## src/rtl/compare_event_monitor.sv

```systemverilog
`default_nettype none
// ---------------------------------------------------------------------------
// compare_event_monitor : debounced comparator-relation tracker with entry counters
// Revision 1.0
// ---------------------------------------------------------------------------
module compare_event_monitor #(
  parameter int PERSIST = 3,
  parameter int CNT_W   = 8
) (
  input  logic             clk,
  input  logic             rst,
  input  logic             in_valid,
  input  logic             a_gt_b,
  input  logic             a_eq_b,
  input  logic             a_lt_b,
  input  logic             clr,
  output logic [1:0]       state,
  output logic             chg,
  output logic [CNT_W-1:0] hi_cnt,
  output logic [CNT_W-1:0] eq_cnt,
  output logic [CNT_W-1:0] lo_cnt,
  output logic             flag_err
);

  localparam logic [3:0] PERSIST_L = 4'(PERSIST);

  // Relations share the state encoding so the target state is the relation itself.
  typedef enum logic [1:0] {
    ST_UNKNOWN = 2'b00,
    ST_LOW     = 2'b01,
    ST_MATCH   = 2'b10,
    ST_HIGH    = 2'b11
  } state_t;

  state_t     last_rel;
  logic [3:0] run_len;

  logic       legal;
  logic       illegal;
  state_t     new_rel;
  logic [3:0] next_run;
  logic       enter;

  function automatic logic [CNT_W-1:0] sat_inc(input logic [CNT_W-1:0] v);
    return (&v) ? v : v + {{(CNT_W-1){1'b0}}, 1'b1};
  endfunction

  always_comb begin
    legal    = in_valid && $onehot({a_gt_b, a_eq_b, a_lt_b});
    illegal  = in_valid && !$onehot({a_gt_b, a_eq_b, a_lt_b});
    new_rel  = a_gt_b ? ST_HIGH : (a_eq_b ? ST_MATCH : ST_LOW);
    next_run = 4'd1;
    if (new_rel == last_rel)
      next_run = (run_len >= PERSIST_L) ? PERSIST_L : run_len + 4'd1;
    enter    = legal && (next_run == PERSIST_L) && (new_rel != state_t'(state));
  end

  always_ff @(posedge clk) begin
    if (rst) begin
      state    <= ST_UNKNOWN;
      chg      <= 1'b0;
      hi_cnt   <= '0;
      eq_cnt   <= '0;
      lo_cnt   <= '0;
      flag_err <= 1'b0;
      run_len  <= 4'd0;
      last_rel <= ST_MATCH;
    end else begin
      chg <= enter;
      if (legal) begin
        last_rel <= new_rel;
        run_len  <= next_run;
      end
      if (enter)
        state <= new_rel;
      // clr wins over a same-edge increment or error, but not over the state update.
      if (clr) begin
        hi_cnt   <= '0;
        eq_cnt   <= '0;
        lo_cnt   <= '0;
        flag_err <= 1'b0;
      end else begin
        if (illegal)
          flag_err <= 1'b1;
        if (enter) begin
          case (new_rel)
            ST_HIGH:  hi_cnt <= sat_inc(hi_cnt);
            ST_MATCH: eq_cnt <= sat_inc(eq_cnt);
            ST_LOW:   lo_cnt <= sat_inc(lo_cnt);
            default:  ;
          endcase
        end
      end
    end
  end

endmodule
`default_nettype wire

```

## config.mk

```make
export PLATFORM = sky130hd
export DESIGN_NAME = compare_event_monitor
export DESIGN_NICKNAME = d
export VERILOG_FILES = /design/src/rtl/compare_event_monitor.sv
export SDC_FILE = /design/constraint.sdc
export NUM_CORES = 1
export LEC_CHECK = 0
export ABC_AREA = 0
export CAP_MARGIN = 10
export CORE_MARGIN = 4
export CORE_UTILIZATION = 51
export CTS_CLUSTER_DIAMETER = 150
export DETAILED_ROUTE_END_ITERATION = 10
export PLACE_DENSITY = 0.84
export SLEW_MARGIN = 20
export SYNTH_ARGS = -nofsm -noshare
export SYNTH_HDL_FRONTEND = slang
export SYNTH_SLANG_ARGS = --single-unit
```

## constraint.sdc

```tcl
create_clock -name clk -period 3.4 [get_ports clk]
set_input_delay 0.51 -clock clk [delete_from_list [all_inputs] [get_ports clk]]
set_output_delay 0.51 -clock clk [all_outputs]
set_load 0.01 [all_outputs]
```

==> Word level (Yosys, flattened, before mapping) <==
Index checks and enable logic that the tools add are counted.
{ "word_totals": {"register_bits": 34, "inputBits": 7, "wordCells": 41} }
{ "op_classes": {"addsub": 6, "order_cmp": 1, "n_eq_ne": 7, "mux": 4, "n_bitwise": 3, "reduce_logical": 12} }
{ "ops": {"columns": ["cell", "n"], "rows": [
  ["adder 8 x 1 -> 8 bit (second input constant)", 3],
  ["AND reduction 8 bit", 3],
  ["AND reduction 3 bit", 3],
  ["two-way mux 4 bit", 2],
  ["adder 4 x 1 -> 4 bit (second input constant)", 1],
  ["== test 2 x 1 -> 1 bit (second input constant)", 2],
  ["== test 2 bit (second input constant)", 2],
  ["== test 4 x 2 -> 1 bit (second input constant)", 1],
  [">= comparator 4 x 2 -> 1 bit (second input constant)", 1],
  ["logical AND 1 bit", 4],
  ["two-way mux 2 bit", 2],
  ["NOT 1 bit", 3],
  ["adder 1 x 1 -> 2 bit", 1],
  ["adder 2 x 1 -> 2 bit", 1],
  ["== test 2 bit", 1],
  ["!= test 2 bit", 1],
  ["OR reduction 2 bit", 1],
  ["zero test 1 bit", 1]
]} }

==> Logic depth before layout (Yosys ltp) <==
{ "logic_depth": {"word_depth": 8, "depth_mapped": 11, "ltp_nobuf": 7} }

==> Least setup slack after synthesis <==
Ideal clock, no wire load.
{ "synth_path": {"path_type": "input port to flip-flop", "start": "input a_gt_b", "end": "register eq_cnt[5]", "setup_time_ns": 0.070, "arrival_ns": 2.499, "slack_ns": 0.831, "stages": 10, "path_buffers": 3, "cell_sequence": "buf_6 inv_1 fa_1 and3b_1 buf_2 o31a_4 nand3_4 buf_6 or4_1 a21oi_1"} }
{ "synth_between": {"elab_chain_cells": 7} }
{ "synth_rtl": {"columns": ["element", "line", "rtl"], "rows": [
  ["from (decl)", "13", "input logic a_gt_b,"],
  ["two-way mux 2 bit", "51", "new_rel = a_gt_b ? ST_HIGH : (a_eq_b ? ST_MATCH : ST_LOW);"],
  ["== test 2 bit", "53", "if (new_rel == last_rel)"],
  ["two-way mux 4 bit", "53", null],
  ["== test 4 x 2 -> 1 bit", "55", "enter = legal && (next_run == PERSIST_L) && (new_rel != state_t'(state));"],
  ["logical AND 1 bit (2 in a row)", "55", null],
  ["AND reduction 3 bit (no line) *", null, null],
  ["to (signal assigned)", "88", "ST_MATCH: eq_cnt <= sat_inc(eq_cnt);"],
  ["to (decl)", "20", "output logic [CNT_W-1:0] eq_cnt,"]
]} }
Every way passes the cells marked *; elsewhere a longest branch is shown, timed or not.
A chain may end at the register's enable or synchronous reset.

==> Worst setup path after layout <==
{ "layout_path": {"start": "input a_gt_b", "end": "register eq_cnt[7]"} }
Same word-level chain as after synthesis.

==> key figures <==
Run status
  • Status: completed

Synth
  • Ys flop type: dfxtp_1
  • Count of cell types in the netlist: 41
  • Yosys Warn Count: 0
  • Syn_nets: 214
  • Seq/Total Area, Yosys: 38.91%
  • Mapped Cells: 202
  • Count of state elements after synthesis: 34
  • Synthesized cell area: 1749 um^2
  • Syn avg cell area: 8.659 um^2
  • Post-synth EDFFs: 0
  • Ys async rst share: 0%

Setup path
  • Data arrival, critical path: 3060 ps
  • Crit path cell chain: clkdlybuf4s50_1, inv_1, fa_1, and3b_1, o31a_4, nand3_4, or4_1, a21oi_1
  • Largest stage delay on the critical path: 580 ps
  • Slowest CP cell: or4_1
  • Kind of start point of the critical path: input pin
  • WS Path Type: in2reg
  • Crit-path max FO: 32
  • Setup crit end kind: register
  • Worst EP required: 3670 ps

Placed design
  • Placement Setup Slack: 269.5 ps
  • Placed Area: 2102 um^2
  • Gpl congestion: 0.9484
  • HPWL Detailed: 2663 um
  • Port buffer count: 34

Drt
  • Starting DRT DRC Count: 166
  • Via count: 1634
  • Vias/cell: 5.857
  • Antenna-violating nets left: 0
  • Per-cell routed wire length: 13.54 um
  • Routed WL: 3779 um
  • 1st-pass router iterations: 4
  • DRC: 0

Timing
  • Final Slew Violations: 0
  • Post-route setup slack: 615.2 ps
  • Fin Setup TNS: 0 ps
  • WHS: 466.0 ps
  • Layout Skew: 12.41 ps
  • RSZ-0062 raised after global routing: false
  • Final Hold Viols: 0
  • Slew @ Worst Pin: 484.7 ps
  • Final setup viols: 0
  • Final period utilization: 81.91%
  • Max_slew headroom: 67.69%
  • Highest clock rate: 359.1 MHz
  • Min cycle time layout: 2785 ps

CTS
  • Clock Latency Late Sink: 340 ps
  • CTS tree: built
  • Bufs on Longest Clock Path: 2
  • Hold buffers post-CTS: 0
  • Clk root buf: clkbuf_4
  • Sink Count: 34
  • H-tree depth: 2
  • CTS clock-pin slew for the worst setup and hold paths: 100 ps
  • Post-CTS sizing: 0
  • Post-CTS setup buffer count: 0
  • Num CTS Buffers: 5

Power
  • Gate power share: 8.4%
  • Peak VDD IR: 177.6 uV
  • Pint: 0.5037 mW
  • Net Sw Power: 0.1632 mW
  • PD cells: 310.6 nW/um^2
  • Power Total: 0.6669 mW
  • Flop pwr share: 60.6%
  • Switch share: 24.47%
  • Leakage: 0.6878 nW
  • Clk network pwr share: 31.0%

Die
  • Die Y: 66.57 um
  • Rows: 21
  • Core area: 3337 um^2
  • Starting density of the core: 52.42%
  • I/O pin count: 35
  • Die area: 4431 um^2
  • Die span in x: 66.57 um

Global routing
  • All-Layer GR Usage: 18.05%
  • Largest net degree at the start of global routing: 33
  • First-pass GRT wire length: 6134 um
  • Initial antenna violation count: 0
  • Grt total ovfl: 0
  • Vias in the first global route: 1367

Cells and area
  • Fillers: 302
  • Final Cell Area: 2147 um^2
  • Multi-input gate area: 978.4 um^2
  • Nets: 245
  • Area Growth Syn to Fin: 22.75%
  • Layout cells sized above 1: 6.438%
  • # diodes: 0
  • Storage cell area: 680.7 um^2

Flow run
  • Max cap viols: 0

Worst hold path
  • Hold Path Class: reg2reg
## final cells by class
cell class	count	area share [%]
clock buffer	7	2.098
inverter	6	1.049
multi-input combinational	149	45.57
sequential	34	31.70
tap	46	2.681
timing repair buffer	37	16.90
## synth_stat cells, types with 3 or more instances
cell type	number	area share [%]
dfxtp_1	34	39
a21oi_1	23	6.6
nor2_1	14	3.0
o31ai_1	13	5.6
or4_1	13	5.6
nand3_1	10	2.9
nand2_1	9	1.9
clkbuf_1	8	1.7
o21ai_0	8	2.3
or3_1	7	2.5
and3_1	6	2.1
inv_1	6	1.3
nand4_1	5	1.8
ha_1	4	2.9
nor3_1	4	1.1
and2_1	3	1.1
buf_2	3	0.86
nand2b_1	3	1.1
nor3b_1	3	1.3
## metal layers
metal	GRT usage, %	up-vias	part of all wire (%)	routed length (um)
met2	28.84	42	47	1774
met1	22.06	762	47	1770
met5	0	-	0	0
met3	6.408	9	4.7	177
li1	-	821	-	-
met4	6.853	0	1.5	57
## worst max-delay path, delay by kind of cell
family,cells,cell delay [ps]
and+or+nand+nor,3,1100
buffers and inverters,2,580
adders and majority gates,1,510
AOI/OAI and AO/OA,2,350
## registers in the layout, summed over array words and instances (netlist names)
signal,cells
eq_cnt,8
hi_cnt,8
lo_cnt,8
run_len,4
last_rel,2
state,2
chg,1
flag_err,1
## stage by stage
stage | utilization (%) | std cells
floorplan | - | 202
global placement | 62.99 | 272
detailed placement | 62.99 | 272
CTS | 64.34 | 279
global route | 64.34 | 279
finish | 64.34 | 279
## cell families after synthesis
family | after synthesis | synth area share (%)
multiplexers | 2 | 1.145
XOR/XNOR | 1 | 0.5008
flip-flops | 34 | 38.91
AND/OR/NAND/NOR | 88 | 30.97
adder cells (fa/ha/maj) | 5 | 4.006
buffers and inverters | 19 | 5.150
AO/OA/AOI/OAI | 53 | 19.31
## cell usage in the layout, fill, tap and decap left out, types with 5 or more instances in the layout
cell / Yosys / layout
or4_1: 13 / 13
nor2_1: 14 / 14
nand3_1: 10 / 10
o31ai_1: 13 / 13
or3_1: 7 / 7
nand4_1: 5 / 5
o21ai_0: 8 / 8
dfxtp_1: 34 / 34
clkdlybuf4s50_1: 0 / 34
clkbuf_4: 0 / 5
a21oi_1: 23 / 23
inv_1: 6 / 6
and3_1: 6 / 6
nand2_1: 9 / 9
## power by group through the flow
stage	clock network [mW]	logic, mW	registers, mW
final	0.207	0.0562	0.404
after global routing	0.229	0.0616	0.405
after CTS	0.214	0.0563	0.404
after detailed placement	0	0.0559	0.413
after global placement	0	0.0548	0.413
after floorplan	0	0.0373	0.413
## final timing paths
check | slack, ps | cells after the start | from | endpoint
worst min-delay path | 470 | 2 | run_len[1] | run_len[1]
worst min register to register | 470 | 2 | run_len[1] | run_len[1]
worst max register to register | 1330 | 6 | lo_cnt[0] | lo_cnt[7]
worst max-delay path | 620 | 8 | a_gt_b | eq_cnt[7]
(Power assumes the default switching activity.)
